[src/rtl/mem_arb_pkg.sv]
// Shared types and defaults for the memory-port arbiter slice.
package mem_arb_pkg;

  localparam int unsigned DEF_AW = 32;
  localparam int unsigned DEF_DW = 32;

  typedef enum logic [1:0] {
    IDLE  = 2'd0,
    ISSUE = 2'd1,
    WAIT  = 2'd2,
    RESP  = 2'd3
  } state_t;

  localparam logic OWN_IFU = 1'b0;
  localparam logic OWN_LSU = 1'b1;

endpackage

[src/rtl/mem_arbiter_if.sv]
// Bundles the IFU, LSU and memory-wrapper handshakes plus the owner flag.
interface mem_arbiter_if #(
  parameter int unsigned AW = mem_arb_pkg::DEF_AW,
  parameter int unsigned DW = mem_arb_pkg::DEF_DW
);
  logic              ifu_req_valid;
  logic              ifu_req_ready;
  logic [AW-1:0]     ifu_addr;
  logic              ifu_resp_valid;
  logic [DW-1:0]     ifu_resp_data;
  logic              ifu_resp_ready;

  logic              lsu_req_valid;
  logic              lsu_req_ready;
  logic [AW-1:0]     lsu_addr;
  logic              lsu_wen;
  logic [DW-1:0]     lsu_wdata;
  logic [DW/8-1:0]   lsu_wmask;
  logic              lsu_resp_valid;
  logic [DW-1:0]     lsu_resp_data;
  logic              lsu_resp_ready;

  logic              mem_req_valid;
  logic              mem_req_ready;
  logic [AW-1:0]     mem_addr;
  logic              mem_wen;
  logic [DW-1:0]     mem_wdata;
  logic [DW/8-1:0]   mem_wmask;
  logic              mem_resp_valid;
  logic [DW-1:0]     mem_resp_data;
  logic              mem_resp_ready;

  logic              owner;

  modport slave (
    input  ifu_req_valid, ifu_addr, ifu_resp_ready,
    input  lsu_req_valid, lsu_addr, lsu_wen, lsu_wdata, lsu_wmask, lsu_resp_ready,
    input  mem_req_ready, mem_resp_valid, mem_resp_data,
    output ifu_req_ready, ifu_resp_valid, ifu_resp_data,
    output lsu_req_ready, lsu_resp_valid, lsu_resp_data,
    output mem_req_valid, mem_addr, mem_wen, mem_wdata, mem_wmask, mem_resp_ready,
    output owner
  );

  modport master (
    output ifu_req_valid, ifu_addr, ifu_resp_ready,
    output lsu_req_valid, lsu_addr, lsu_wen, lsu_wdata, lsu_wmask, lsu_resp_ready,
    output mem_req_ready, mem_resp_valid, mem_resp_data,
    input  ifu_req_ready, ifu_resp_valid, ifu_resp_data,
    input  lsu_req_ready, lsu_resp_valid, lsu_resp_data,
    input  mem_req_valid, mem_addr, mem_wen, mem_wdata, mem_wmask, mem_resp_ready,
    input  owner
  );
endinterface

[src/rtl/mem_arb_pick.sv]
// LSU-priority pick with a streak counter that forces an IFU win after
// MAX_STREAK consecutive LSU wins while the IFU was waiting.
module mem_arb_pick #(
  parameter int unsigned MAX_STREAK = 4
) (
  input  logic clk,
  input  logic rst,
  input  logic en,
  input  logic ifu_valid,
  input  logic lsu_valid,
  output logic grant_ifu,
  output logic grant_lsu
);
  localparam int unsigned SW = $clog2(MAX_STREAK + 1);
  localparam logic [SW-1:0] STREAK_MAX = SW'(MAX_STREAK);

  logic [SW-1:0] streak;
  logic          force_ifu;

  always_comb begin
    force_ifu = (streak == STREAK_MAX);
    grant_ifu = en && ifu_valid && (!lsu_valid || force_ifu);
    grant_lsu = en && lsu_valid && !(ifu_valid && force_ifu);
  end

  // Any pick cycle without a waiting IFU, or an IFU win, restarts the count.
  always_ff @(posedge clk) begin
    if (!rst) begin
      streak <= '0;
    end else if (en) begin
      if (grant_ifu || !ifu_valid) begin
        streak <= '0;
      end else if (grant_lsu && (streak != STREAK_MAX)) begin
        streak <= streak + 1'b1;
      end
    end
  end
endmodule

[src/rtl/mem_arbiter.sv]
// Shares the single memory port between IFU and LSU: one transaction in
// flight, request fields and response data held in registers.
module mem_arbiter
  import mem_arb_pkg::*;
#(
  parameter int unsigned AW         = DEF_AW,
  parameter int unsigned DW         = DEF_DW,
  parameter int unsigned MAX_STREAK = 4
) (
  input  logic           clk,
  input  logic           rst,
  mem_arbiter_if.slave   bus
);
  state_t          state, state_nxt;
  logic            pick_en, grant_ifu, grant_lsu, owner_rdy;
  logic [AW-1:0]   addr_q;
  logic            wen_q, owner_q;
  logic [DW-1:0]   wdata_q, rdata_q;
  logic [DW/8-1:0] wmask_q;

  // Picking is suppressed while reset is held so no ready is raised then.
  assign pick_en = (state == IDLE) && rst;

  mem_arb_pick #(.MAX_STREAK(MAX_STREAK)) u_pick (
    .clk       (clk),
    .rst       (rst),
    .en        (pick_en),
    .ifu_valid (bus.ifu_req_valid),
    .lsu_valid (bus.lsu_req_valid),
    .grant_ifu (grant_ifu),
    .grant_lsu (grant_lsu)
  );

  always_ff @(posedge clk) begin
    if (!rst) state <= IDLE;
    else      state <= state_nxt;
  end

  always_comb begin
    state_nxt = state;
    owner_rdy = (owner_q == OWN_LSU) ? bus.lsu_resp_ready : bus.ifu_resp_ready;
    case (state)
      IDLE:    if (grant_ifu || grant_lsu) state_nxt = ISSUE;
      ISSUE:   if (bus.mem_req_ready)      state_nxt = WAIT;
      WAIT:    if (bus.mem_resp_valid)     state_nxt = RESP;
      RESP:    if (owner_rdy)              state_nxt = IDLE;
      default: state_nxt = IDLE;
    endcase
  end

  always_ff @(posedge clk) begin
    if (!rst) begin
      addr_q  <= '0;
      wen_q   <= 1'b0;
      wdata_q <= '0;
      wmask_q <= '0;
      owner_q <= OWN_IFU;
      rdata_q <= '0;
    end else begin
      if (grant_ifu) begin
        addr_q  <= bus.ifu_addr;
        wen_q   <= 1'b0;
        wdata_q <= '0;
        wmask_q <= '0;
        owner_q <= OWN_IFU;
      end else if (grant_lsu) begin
        addr_q  <= bus.lsu_addr;
        wen_q   <= bus.lsu_wen;
        wdata_q <= bus.lsu_wdata;
        wmask_q <= bus.lsu_wmask;
        owner_q <= OWN_LSU;
      end
      if ((state == WAIT) && bus.mem_resp_valid) rdata_q <= bus.mem_resp_data;
    end
  end

  assign bus.ifu_req_ready  = grant_ifu;
  assign bus.lsu_req_ready  = grant_lsu;
  assign bus.mem_req_valid  = (state == ISSUE);
  assign bus.mem_resp_ready = (state == WAIT);
  assign bus.ifu_resp_valid = (state == RESP) && (owner_q == OWN_IFU);
  assign bus.lsu_resp_valid = (state == RESP) && (owner_q == OWN_LSU);
  assign bus.ifu_resp_data  = rdata_q;
  assign bus.lsu_resp_data  = rdata_q;
  assign bus.mem_addr       = addr_q;
  assign bus.mem_wen        = wen_q;
  assign bus.mem_wdata      = wdata_q;
  assign bus.mem_wmask      = wmask_q;
  assign bus.owner          = owner_q;
endmodule
[src/flat_wrapper.sv]
// flat-port wrapper written by rule: the top's interface ports become plain ports
module mem_arbiter_flat import mem_arb_pkg::*;
#(
  parameter int unsigned AW         = DEF_AW,
  parameter int unsigned DW         = DEF_DW,
  parameter int unsigned MAX_STREAK = 4
)
  (clk, rst, bus_ifu_req_valid, bus_ifu_addr, bus_ifu_resp_ready, bus_lsu_req_valid, bus_lsu_addr, bus_lsu_wen, bus_lsu_wdata, bus_lsu_wmask, bus_lsu_resp_ready, bus_mem_req_ready, bus_mem_resp_valid, bus_mem_resp_data, bus_ifu_req_ready, bus_ifu_resp_valid, bus_ifu_resp_data, bus_lsu_req_ready, bus_lsu_resp_valid, bus_lsu_resp_data, bus_mem_req_valid, bus_mem_addr, bus_mem_wen, bus_mem_wdata, bus_mem_wmask, bus_mem_resp_ready, bus_owner);
  mem_arbiter_if #(.AW(AW), .DW(DW)) bus_i ();
  input  logic clk;
  input  logic rst;
  input wire logic [$bits(bus_i.ifu_req_valid)-1:0] bus_ifu_req_valid;
  input wire logic [$bits(bus_i.ifu_addr)-1:0] bus_ifu_addr;
  input wire logic [$bits(bus_i.ifu_resp_ready)-1:0] bus_ifu_resp_ready;
  input wire logic [$bits(bus_i.lsu_req_valid)-1:0] bus_lsu_req_valid;
  input wire logic [$bits(bus_i.lsu_addr)-1:0] bus_lsu_addr;
  input wire logic [$bits(bus_i.lsu_wen)-1:0] bus_lsu_wen;
  input wire logic [$bits(bus_i.lsu_wdata)-1:0] bus_lsu_wdata;
  input wire logic [$bits(bus_i.lsu_wmask)-1:0] bus_lsu_wmask;
  input wire logic [$bits(bus_i.lsu_resp_ready)-1:0] bus_lsu_resp_ready;
  input wire logic [$bits(bus_i.mem_req_ready)-1:0] bus_mem_req_ready;
  input wire logic [$bits(bus_i.mem_resp_valid)-1:0] bus_mem_resp_valid;
  input wire logic [$bits(bus_i.mem_resp_data)-1:0] bus_mem_resp_data;
  output wire logic [$bits(bus_i.ifu_req_ready)-1:0] bus_ifu_req_ready;
  output wire logic [$bits(bus_i.ifu_resp_valid)-1:0] bus_ifu_resp_valid;
  output wire logic [$bits(bus_i.ifu_resp_data)-1:0] bus_ifu_resp_data;
  output wire logic [$bits(bus_i.lsu_req_ready)-1:0] bus_lsu_req_ready;
  output wire logic [$bits(bus_i.lsu_resp_valid)-1:0] bus_lsu_resp_valid;
  output wire logic [$bits(bus_i.lsu_resp_data)-1:0] bus_lsu_resp_data;
  output wire logic [$bits(bus_i.mem_req_valid)-1:0] bus_mem_req_valid;
  output wire logic [$bits(bus_i.mem_addr)-1:0] bus_mem_addr;
  output wire logic [$bits(bus_i.mem_wen)-1:0] bus_mem_wen;
  output wire logic [$bits(bus_i.mem_wdata)-1:0] bus_mem_wdata;
  output wire logic [$bits(bus_i.mem_wmask)-1:0] bus_mem_wmask;
  output wire logic [$bits(bus_i.mem_resp_ready)-1:0] bus_mem_resp_ready;
  output wire logic [$bits(bus_i.owner)-1:0] bus_owner;
  assign bus_i.ifu_req_valid = bus_ifu_req_valid;
  assign bus_i.ifu_addr = bus_ifu_addr;
  assign bus_i.ifu_resp_ready = bus_ifu_resp_ready;
  assign bus_i.lsu_req_valid = bus_lsu_req_valid;
  assign bus_i.lsu_addr = bus_lsu_addr;
  assign bus_i.lsu_wen = bus_lsu_wen;
  assign bus_i.lsu_wdata = bus_lsu_wdata;
  assign bus_i.lsu_wmask = bus_lsu_wmask;
  assign bus_i.lsu_resp_ready = bus_lsu_resp_ready;
  assign bus_i.mem_req_ready = bus_mem_req_ready;
  assign bus_i.mem_resp_valid = bus_mem_resp_valid;
  assign bus_i.mem_resp_data = bus_mem_resp_data;
  assign bus_ifu_req_ready = bus_i.ifu_req_ready;
  assign bus_ifu_resp_valid = bus_i.ifu_resp_valid;
  assign bus_ifu_resp_data = bus_i.ifu_resp_data;
  assign bus_lsu_req_ready = bus_i.lsu_req_ready;
  assign bus_lsu_resp_valid = bus_i.lsu_resp_valid;
  assign bus_lsu_resp_data = bus_i.lsu_resp_data;
  assign bus_mem_req_valid = bus_i.mem_req_valid;
  assign bus_mem_addr = bus_i.mem_addr;
  assign bus_mem_wen = bus_i.mem_wen;
  assign bus_mem_wdata = bus_i.mem_wdata;
  assign bus_mem_wmask = bus_i.mem_wmask;
  assign bus_mem_resp_ready = bus_i.mem_resp_ready;
  assign bus_owner = bus_i.owner;
  mem_arbiter #(.AW(AW), .DW(DW), .MAX_STREAK(MAX_STREAK)) u_core (.clk(clk), .rst(rst), .bus(bus_i));
endmodule
[config.mk]
export PLATFORM = sky130hd
export DESIGN_NAME = mem_arbiter_flat
export DESIGN_NICKNAME = d
export VERILOG_FILES = /design/src/rtl/mem_arb_pkg.sv /design/src/rtl/mem_arbiter_if.sv /design/src/rtl/mem_arb_pick.sv /design/src/rtl/mem_arbiter.sv /design/src/flat_wrapper.sv
export SDC_FILE = /design/constraint.sdc
export NUM_CORES = 1
export LEC_CHECK = 0
export ABC_AREA = 0
export CORE_AREA = 2 2 108 120
export CTS_BUF_LIST = sky130_fd_sc_hd__clkbuf_8
export DETAILED_ROUTE_END_ITERATION = 12
export DIE_AREA = 0 0 110 122
export PLACE_DENSITY = 0.92
export SLEW_MARGIN = 20
export SYNTH_ARGS = -nofsm -noshare
export SYNTH_HDL_FRONTEND = slang
export SYNTH_HIERARCHICAL = 1
export SYNTH_SLANG_ARGS = --single-unit
export TNS_END_PERCENT = 100
[constraint.sdc]
create_clock -name clk -period 2.1 [get_ports clk]
set_input_delay 0.21 -clock clk [delete_from_list [all_inputs] [get_ports clk]]
set_output_delay 0.21 -clock clk [all_outputs]
set_load 0.05 [all_outputs]
== Word level (Yosys, flattened, before mapping) ==
Cells that the tools add are included.
Widths: inputs -> output; s select.

* Bits of input ports: 141
* Memories: 0
* Bits in latches: 0
* Flip-flop bits (word level): 107
* ROM bits: 0
* Word-level logic and storage cells: 52
* Bits in writable memories: 0

* Reduce and logical (&&, ||, !) cells: 22
* Divide/modulo/power cells: 0
* Equality and inequality tests: 9
* Add/subtract/negate cells: 1
* $lt $le $gt $ge: 0
* Bitwise operators: 2
* Muxes and demuxes: 10
* Multipliers: 0
* Shift-type cells: 0

{| class="wikitable"
|+ Operators with widths
! cell !! number
|-
| $mux 32 || 2
|-
| $logic_and 1x1->1 || 10
|-
| $mux 2 || 4
|-
| $pmux 2 s4 || 1
|-
| $mux 3 || 2
|-
| $ne 2x2->1 const B || 3
|-
| $eq 2x2->1 const B || 2
|-
| $reduce_and 4->1 || 1
|-
| $reduce_bool 2->1 || 2
|-
| $add 3x1->3 const B || 1
|-
| $eq 3x3->1 const B || 1
|-
| $logic_not 1->1 || 3
|-
| $logic_or 1x1->1 || 3
|-
| $ne 3x3->1 const B || 1
|-
| $eq 2x1->1 const B || 1
|-
| $logic_not 2->1 || 1
|-
| $ne 2x1->1 const B || 1
|-
| $not 1->1 || 2
|-
| $reduce_and 2->1 || 1
|-
| $reduce_or 2->1 || 1
|-
| $mux 1 || 1
|}

== Logic depth before layout (Yosys ltp) ==
Gate-level depths: netlist of the first run.

* Word-level depth: 7
* Gate-level depth with buffers: 10
* Gate-level depth less buffers: 8

== Hierarchy ==
The synthesis of the first run kept the hierarchy.

{| class="wikitable"
|+ Modules (own cells, without submodules)
! module !! area each (µm²) !! instances !! sequential area each (µm²) !! cells an instance
|-
| mem_arbiter || 4478.0 || 1 || 2082.0 || 494
|-
| mem_arb_pick || 206.4 || 1 || 60.1 || 23
|}

== Worst setup path before layout of the first run ==
Ideal clock, no wire load.

* Path kind: register to register
* From: register u_core.state[0]
* To: register u_core.wdata_q[10], in the netlist u_core/bus.mem_wdata[10]
* Clock period less this slack: 2.718 ns
* Setup time: 0.128 ns
* Data required time: 1.972 ns
* Cell stages (with the launch flop): 11
* Slack: -0.618 ns
* Data arrival time: 2.590 ns
* Cell sequence: dfxtp_1 > inv_1 > ha_1 > and2_1 > nand2_1 > a31oi_1 > buf_4 > buf_6 > buf_4 > mux2i_1 > nor2_1

{| class="wikitable"
|+ RTL lines
! element !! line !! RTL
|-
| start, declared || mem_arbiter.sv:14 || <nowiki>state_t state, state_nxt;</nowiki>
|-
| start signal, assigned || mem_arbiter.sv:36 || <nowiki>else state <= state_nxt;</nowiki>
|-
| $logic_not 2->1 || mem_arbiter.sv:22 || <nowiki>assign pick_en = (state == IDLE) && rst;</nowiki>
|-
| $logic_and 1x1->1 || mem_arbiter.sv:22 ||
|-
| named net u_core.pick_en || mem_arbiter.sv:15 || <nowiki>logic pick_en, grant_ifu, grant_lsu, owner_rdy;</nowiki>
|-
| $logic_and 1x1->1 (2 in series) || mem_arb_pick.sv:23 || <nowiki>grant_lsu = en && lsu_valid && !(ifu_valid && force_ifu);</nowiki>
|-
| named net bus_lsu_req_ready || flat_wrapper.sv:27 || <nowiki>output wire logic [$bits(bus_i.lsu_req_ready)-1:0] bus_lsu_req_ready;</nowiki>
|-
| end signal, assigned || mem_arbiter.sv:69 || <nowiki>wdata_q <= bus.lsu_wdata;</nowiki>
|-
| end, declared || mem_arbiter.sv:18 || <nowiki>logic [DW-1:0] wdata_q, rdata_q;</nowiki>
|}

The timed path passes the listed nets, and every way through them passes these cells.
A chain may end at the register's enable or synchronous reset.

== Worst setup path in the final report of the first run ==
* From: register u_core.state[1]
* To: register u_core.addr_q[30], in the netlist u_core/bus.mem_addr[30]

* Cells in the longest elaborated chain, start to end: 5

{| class="wikitable"
|+ RTL lines
! element !! line !! RTL
|-
| $logic_not 2->1 * || mem_arbiter.sv:22 ||
|-
| $logic_and 1x1->1 * || mem_arbiter.sv:22 ||
|-
| named net u_core.pick_en || mem_arbiter.sv:15 ||
|-
| $logic_and 1x1->1, on equally long branches (2 in series) || mem_arb_pick.sv:22, mem_arb_pick.sv:23 ||
|-
| $mux 32 or $reduce_bool 2->1 (tied branches) || - ||
|-
| end signal, assigned || mem_arbiter.sv:61 || <nowiki>addr_q <= bus.ifu_addr;</nowiki>
|-
| end signal, assigned || mem_arbiter.sv:67 || <nowiki>addr_q <= bus.lsu_addr;</nowiki>
|-
| end, declared || mem_arbiter.sv:16 || <nowiki>logic [AW-1:0] addr_q;</nowiki>
|}

Mark *: on every way through the listed nets, which the timed path passes. The rest lies on a longest branch.

==> reports/qor_table.md, run 1 <==
| Parameter | Value |
| --- | --- |
| Max incr delay on CP | 0.36 ns |
| Detailed-route vias per instance | 4.665 |
| Critical R2R Launch | u_core/state[1] |
| Post-DP Area | 7442 sq um |
| TritonRoute pass-1 iters | 6 |
| Total count of max-transition violations in the final report | 0 |
| Worst Setup SP | u_core/state[1] |
| WP buf/inv | 2 |
| Number of clock sinks seen by CTS | 107 |
| Num CTS Buffers | 9 |
| Top delay family on crit path | simple AND/OR/NAND/NOR gates |
| # DRC | 0 |
| Largest net degree at the start of global routing | 73 |
| Post-layout total power | 6.733 mW |
| Clock-pin slew of the registers on the worst-case setup and hold paths | 0.10 ns |
| Ratio of final minimum period to clock period | 95.03% |
| Half-perimeter wire length after placement | 10170 um |
| Worst min-delay path class | input port to register |
| Antenna violations before repair | 0 |
| Die Wd | 110 um |
| Post-Syn Nets | 665 |
| IO Port Bufs | 280 |
| Kind of end point of the critical path | register |
| Total Wirelength | 13720 um |
| Number of DRC violations after detailed-routing iteration 0 | 181 |
| Cells traversed along the worst timing path | inv_2, ha_2, and2_4, nand2_1, a31oi_4, bufbuf_16, mux2i_1, o21ai_1, and2_1 |
| Synth Flop Type | sky130_fd_sc_hd__dfxtp_1 |
| Number of nets with antenna violations after routing | 0 |
| Final hold violations | 0 |
| Top-Level Pins | 281 |
| All-layer global routing usage | 19.99% |
| Clock Path Buffers | 2 |
| Run status | finished clean |
| Grt met3 use | 6.100% |
| Final critical-path required period | 1.996 ns |
| Layer with the highest usage | met2 |
| Setup repair after global routing missed its margin | yes |
| Total area of multi-input combinational cells | 2138 sq um |
| Startpoint-to-endpoint class of the critical path | register to register |
| Top achievable clock speed | 501.1 MHz |
| Layout fillers | 1031 |
| Static Leak | 2.871 nW |
| Clock tree from TritonCTS | yes |
| Clock latency on the worst-skew pair | 0.37 ns |
| Hold Crit Start | rst |
| Sum of overflow across all layers after global routing | 0 |
| Num rows | 43 |
| Global-route wire length before repair | 20820 um |
| Die extent in y | 122 um |
| Syn avg cell area | 9.061 sq um |
| Relative max-transition margin | 61.58% |
| Final design instance area without fill | 7796 sq um |
| Netlist Area Pre-Place | 4684 sq um |
| Number of global-route vias before repair | 4283 |
| Slowest cell on the critical path | sky130_fd_sc_hd__bufbuf_16 |
| Required arrival time at the worst endpoint | 2.37 ns |
| Area growth, synth to finish | 66.43% |
| Number of nets at the end of the flow | 909 |
| Effective utilization at floorplan | 38.02% |
| Area of the die | 13420 sq um |
| Max-cap violation count | 0 |
| Worst-path maximum fanout | 16 |
| Warning count from the yosys run | 6 |
| Top library cells by usage in the layout, fill and taps aside | 273 x sky130_fd_sc_hd__clkdlybuf4s50_1, 106 x sky130_fd_sc_hd__dfxtp_1, 101 x sky130_fd_sc_hd__nand2_1 |
| H-tree depth reported by CTS | 3 |
| Register area share after synthesis | 45.73% |
| Global-route track usage on met2 | 36.81% |
| Antenna Cells | 0 |
| Via Count | 4306 |
| Actual slew at the worst max-slew pin | 0.5745 ns |
| Fraction of final layout cells sized beyond drive strength 1 | 6.527% |
| Syn Inst Count | 517 |
| Worst Skew | 0.01408 ns |
| Met1 GRT Util | 21.34% |
| Weighted congestion at the end of routability-driven global placement | 0.8020 |
| Number of synthesized register bits | 107 |
| Share of async-settable or async-resettable flops after synthesis | 0% |
| Setup-violating endpoint count in the final report | 0 |
| Average routed wire per standard cell | 14.87 um |
| Max rail drop VDD | 414.6 uV |
| FF+latch area | 2143 sq um |
| EDFF count, synth | 0 |
| Number of distinct standard cells referenced by the synthesized netlist | 24 |
| Core area | 12320 sq um |
| Total power divided by cell area | 863.6 nW/um^2 |
| Commonest non-fill, non-tap cell in the layout | sky130_fd_sc_hd__clkdlybuf4s50_1 |
| CP startpoint kind | register |
| Critical path data arrival time | 2.26 ns |
| Clock tree root driver cell | sky130_fd_sc_hd__clkbuf_8 |
[worst reg2reg max path, cell delays in order, from the launching register on]
cell                        delay [ns]
sky130_fd_sc_hd__dfxtp_2          0.35
sky130_fd_sc_hd__inv_2            0.07
sky130_fd_sc_hd__ha_2             0.18
sky130_fd_sc_hd__and2_4           0.18
sky130_fd_sc_hd__nand2_1          0.09
sky130_fd_sc_hd__a31oi_4          0.24
sky130_fd_sc_hd__bufbuf_16        0.36
sky130_fd_sc_hd__mux2i_1          0.20
sky130_fd_sc_hd__o21ai_1          0.07
sky130_fd_sc_hd__and2_1           0.16
[sequential cells by signal, summed over array words and instances, names as in the netlist]
signal and flops:
u_core/bus.ifu_resp_data 32, u_core/bus.mem_addr 32, u_core/bus.mem_wdata 32, u_core/bus.mem_wmask 4, u_core/u_pick/streak 3, u_core/state 2, u_core/bus.mem_wen 1, u_core/bus.owner 1
[area by class of cell]
class | count | area share, %
inverter | 6 | 0.2889
sequential | 107 | 27.49
clock buffer | 10 | 1.765
clock inverter | 6 | 0.9308
timing repair buffer | 298 | 39.58
multi-input combinational | 339 | 27.43
tap | 157 | 2.520
[path summary, 6_finish.rpt]
path,slack [ns],cells after the start,endpoint
worst min register to register,0.47,2,u_core/bus.ifu_resp_data[9]
worst max-delay path,0.10,9,u_core/bus.mem_addr[30]
worst max register to register,0.10,9,u_core/bus.mem_addr[30]
worst min-delay path,0.31,4,u_core/u_pick/streak[0]
[report_power, final]
| part | switching (mW) | internal, mW | total, mW |
|---|---|---|---|
| clock | 0.733 | 0.599 | 1.33 |
| combinational | 1.74 | 1.26 | 2.99 |
| sequential | 0.144 | 2.26 | 2.41 |
[per-stage QoR]
stage	worst slack, ns	setup TNS, ns	util (%)	cells	hold slack (ns)
floorplan	0.006154	0	-	517	0.3449
global placement	0.1772	0	60.40	900	0.4527
detailed placement	0.05109	0	60.40	900	0.4637
CTS	0.009611	0	63.01	920	0.2728
global route	-0.02276	-0.02276	63.28	923	0.3047
finish	0.1045	0	63.28	923	0.3143
[what timing repair did]
| item | 4_1_cts | 5_1_grt |
|---|---|---|
| gates resized for setup | 5 | 2 |
| cloned | 2 | 0 |
| hold buffers | 0 | 0 |
| setup endpoints to repair | 2 | 3 |
| setup buffers | 2 | 3 |
| pin swaps | 1 | 1 |
[Yosys cell counts (3+ instances only)]
cell type                  number  area, sq um
sky130_fd_sc_hd__dfxtp_1      107         2142
sky130_fd_sc_hd__nand2_1      102        382.9
sky130_fd_sc_hd__mux2i_1       72        720.7
sky130_fd_sc_hd__nor2_1        41        153.9
sky130_fd_sc_hd__buf_4         38        285.3
sky130_fd_sc_hd__and2_1        35        219.0
sky130_fd_sc_hd__a21boi_1      34        255.2
sky130_fd_sc_hd__o21ai_1       31        155.2
sky130_fd_sc_hd__clkbuf_1      11        41.29
sky130_fd_sc_hd__buf_2          8        40.04
sky130_fd_sc_hd__ha_1           7        87.58
sky130_fd_sc_hd__inv_1          6        22.52
sky130_fd_sc_hd__buf_1          5        18.77
sky130_fd_sc_hd__nand2b_1       4        25.02
sky130_fd_sc_hd__buf_6          3        33.78
[layer usage]
metal  up-vias  routed length [um]
met5         -                   0
met1      1972                5205
li1       2142                   -
met3        15                1193
met4         0                 192
met2       177                7130
[cells by family after synthesis]
group	count (synthesis)	synth area share (%)
simple gates	187	17.39
flops	107	45.73
compound gates	73	10.20
mux	72	15.38
buf+inv	71	9.428
fa+ha+maj	7	1.870
Power figures use the tool's default switching activity.
==> run 2: changes to the inputs <==
==> constraint.sdc (replaced) <==
create_clock -name clk -period 2.1 [get_ports clk]
set_input_delay 0.42 -clock clk [delete_from_list [all_inputs] [get_ports clk]]
set_output_delay 0.42 -clock clk [all_outputs]
set_load 0.05 [all_outputs]
==> reports/qor_table.md, run 2 (synthesis gave the netlist of run 1 again) <==
| Parameter | Value | Change |
| --- | --- | --- |
| Worst min-delay path class | register to register |  |
| End-of-flow core utilization | 63.65% | +0.38 points |
| Path length in cells of the critical path | 1 | -8 |
| Hold Path Depth | 2 | -2 |
| Core area | 12320 sq um | unchanged |
| Num rows | 43 | unchanged |
| Proportion of power drawn by the clock network | 19.6% | -0.2 points |
| Area of the die | 13420 sq um | unchanged |
| Share of total power in sequential cells | 35.6% | about the same |
| Max incr delay on CP | 0.83 ns | +0.47 ns |
| Top achievable clock speed | 495.2 MHz | -1.2% |
| Clock tree root driver cell | sky130_fd_sc_hd__clkbuf_8 |  |
| CP Capture Point | bus_ifu_resp_data[1] |  |
| Run status | finished clean |  |
| Clock-pin slew of the registers on the worst-case setup and hold paths | 0.10 ns | about the same |
| Total Wirelength | 13720 um | unchanged |
| Num CTS Buffers | 9 | unchanged |
| Detailed-route vias per instance | 4.669 | about the same |
| Max rail drop VDD | 428.1 uV | +3.3% |
| Number of clock sinks seen by CTS | 107 | unchanged |
| Static Leak | 2.900 nW | +0.99% |
| Effective utilization at floorplan | 38.02% | unchanged |
| Number of global-route vias before repair | 4252 | -0.72% |
| Top library cells by usage in the layout, fill and taps aside | 272 x sky130_fd_sc_hd__clkdlybuf4s50_1, 104 x sky130_fd_sc_hd__dfxtp_1, 101 x sky130_fd_sc_hd__nand2_1 |  |
| P_int | 4.106 mW | -0.31% |
| IO Port Bufs | 280 | unchanged |
| Sw Ratio | 39.28% | +0.46 points |
| Commonest non-fill, non-tap cell in the layout | sky130_fd_sc_hd__clkdlybuf4s50_1 |  |
| Setup tns final | 0 ns | unchanged |
| Top delay family on crit path | buffers and inverters |  |
| Net switching power | 2.656 mW | +1.6% |
| Die extent in y | 122 um | unchanged |
| Setup-violating endpoint count in the final report | 0 | unchanged |
| Area growth, synth to finish | 67.41% |  |
| Die Wd | 110 um | unchanged |
| Required arrival time at the worst endpoint | 1.68 ns | -0.69 ns |
| Max-cap violation count | 0 | unchanged |
| Critical R2R Launch | u_core/state[0] |  |
| Slowest cell on the critical path | sky130_fd_sc_hd__clkdlybuf4s50_1 |  |
| Startpoint-to-endpoint class of the critical path | register to output port |  |
| Global-route wire length before repair | 20610 um | -0.99% |
| Number of DRC violations after detailed-routing iteration 0 | 165 | -8.8% |
| Antenna violations before repair | 0 | unchanged |
| Reg-to-reg slack, setup | 0.13 ns | +0.03 ns |
| Worst reg-to-reg path cell count | 10 | +1 |
| Clock Path Buffers | 2 | unchanged |
| Via Count | 4347 | +0.95% |
| Kind of end point of the critical path | output port |  |
| Number of nets at the end of the flow | 917 | +0.88% |
| Relative max-transition margin | 61.71% | +0.13 points |
| Weighted congestion at the end of routability-driven global placement | 0.7502 | -6.5% |
| Average routed wire per standard cell | 14.74 um | -0.86% |
| Antenna Cells | 0 | unchanged |
| Actual slew at the worst max-slew pin | 0.5743 ns | -0.0001398 ns |
| CP startpoint kind | register |  |
| Total count of max-transition violations in the final report | 0 | unchanged |
| TritonRoute pass-1 iters | 5 | -1 |
| Layout fillers | 982 | -4.8% |
| Cells traversed along the worst timing path | clkdlybuf4s50_1 |  |
| Half-perimeter wire length after placement | 10350 um | +1.7% |
| Sum of overflow across all layers after global routing | 0 | unchanged |
| Worst-path maximum fanout | 3 | -13 |
| Ratio of final minimum period to clock period | 96.16% | +1.1 points |
| # DRC | 0 | unchanged |
| Critical path data arrival time | 1.60 ns | -0.66 ns |
| Clock latency on the worst-skew pair | 0.37 ns | about the same |
| Largest net degree at the start of global routing | 73 | unchanged |
| All-layer global routing usage | 19.73% | -0.25 points |
| Worst Skew | 0.01585 ns | +0.001768 ns |
| Final critical-path required period | 2.019 ns | +0.02392 ns |
| Number of nets with antenna violations after routing | 0 | unchanged |
| H-tree depth reported by CTS | 3 | unchanged |
| Total power divided by cell area | 862.3 nW/um^2 | -0.15% |
| Worst Setup SP | u_core/bus.ifu_resp_data[1] |  |
| Fraction of final layout cells sized beyond drive strength 1 | 8.140% | +1.6 points |
| Power share of the combinational group | 44.8% | +0.3 points |
| Endpoint of the worst-slack reg-to-reg timing path | u_core/bus.mem_wmask[3] |  |
| Top-Level Pins | 281 | unchanged |
| Final hold violations | 0 | unchanged |
| WP buf/inv | 1 | -1 |
| Clock tree from TritonCTS | yes |  |
==> run 2: cell count changes in the layout (fill, tap and decap cells not counted), moves of 2 or more <==
cell and change:
sky130_fd_sc_hd__buf_4 +8, sky130_fd_sc_hd__buf_12 +2, sky130_fd_sc_hd__dfxtp_1 -2, sky130_fd_sc_hd__bufbuf_16 -2, sky130_fd_sc_hd__dfxtp_2 +2
==> run 2: power by group through the flow <==
stage	clock, mW	sequential [mW]	combinational, mW
finish	1.32	2.41	3.03
detailed placement	0	2.45	2.95
global placement	0	2.45	2.90
CTS	1.37	2.41	3.03
floorplan	0	3.17	1.21
global route	1.45	2.44	3.21
==> run 2: routing by layer <==
| layer | GRT usage, % | vias to the layer above | wire [um] |
|---|---|---|---|
| li1 | - | 2151 | - |
| met1 | 21.94 | 1986 | 5249 |
| met2 | 35.08 | 190 | 7052 |
| met3 | 6.421 | 20 | 1197 |
| met4 | 6.408 | 0 | 221 |
| met5 | 0 | - | 0 |
==> run 2: area by class of cell <==
class	count	area (sq um)	share of cell area (%)
multi-input cells	339	2148	27.39
flip-flops and latches	107	2146	27.36
repair buffers	306	3122	39.81
clock buffers	9	123.9	1.579
well taps	157	196.4	2.505
inverters	6	22.52	0.2872
clock inverters	7	83.83	1.069
==> run 2: worst min path at each step <==
stage,startpoint,to,slack [ns]
finish,u_core/bus.ifu_resp_data[16],u_core/bus.ifu_resp_data[16],0.48
floorplan,u_core/u_pick/streak[1],u_core/u_pick/streak[1],0.46
global placement,u_core/bus.ifu_resp_data[6],u_core/bus.ifu_resp_data[6],0.46
global route,u_core/bus.ifu_resp_data[17],u_core/bus.ifu_resp_data[17],0.50
CTS,u_core/bus.ifu_resp_data[6],u_core/bus.ifu_resp_data[6],0.48
detailed placement,u_core/bus.ifu_resp_data[16],u_core/bus.ifu_resp_data[16],0.47
==> run 2: repair_timing <==
| item | CTS | global route |
|---|---|---|
| hold buffers | 0 | 0 |
| setup buffers | 5 | 4 |
| pin swaps | 2 | 2 |
| hold endpoints to repair | 0 | 0 |
| gates resized for setup | 10 | 2 |
| endpoints found under the setup margin | 2 | 3 |
| gates cloned | 0 | 0 |
==> run 2: through the flow <==
| stage | total power, mW | hold slack (ns) | setup WS, ns | instance area (sq um) | instances |
|---|---|---|---|---|---|
| final | 6.762 | 0.4753 | 0.08054 | 7843 | 931 |
| after detailed placement | 5.398 | 0.4654 | -0.06008 | 7535 | 906 |
| after floorplan | 4.383 | 0.4607 | -0.003432 | 4718 | 517 |
| after global placement | 5.349 | 0.4553 | 0.04114 | 7535 | 906 |
| after global routing | 7.100 | 0.5040 | -0.0007397 | 7843 | 931 |
| after CTS | 6.810 | 0.4793 | 0.001541 | 7807 | 927 |
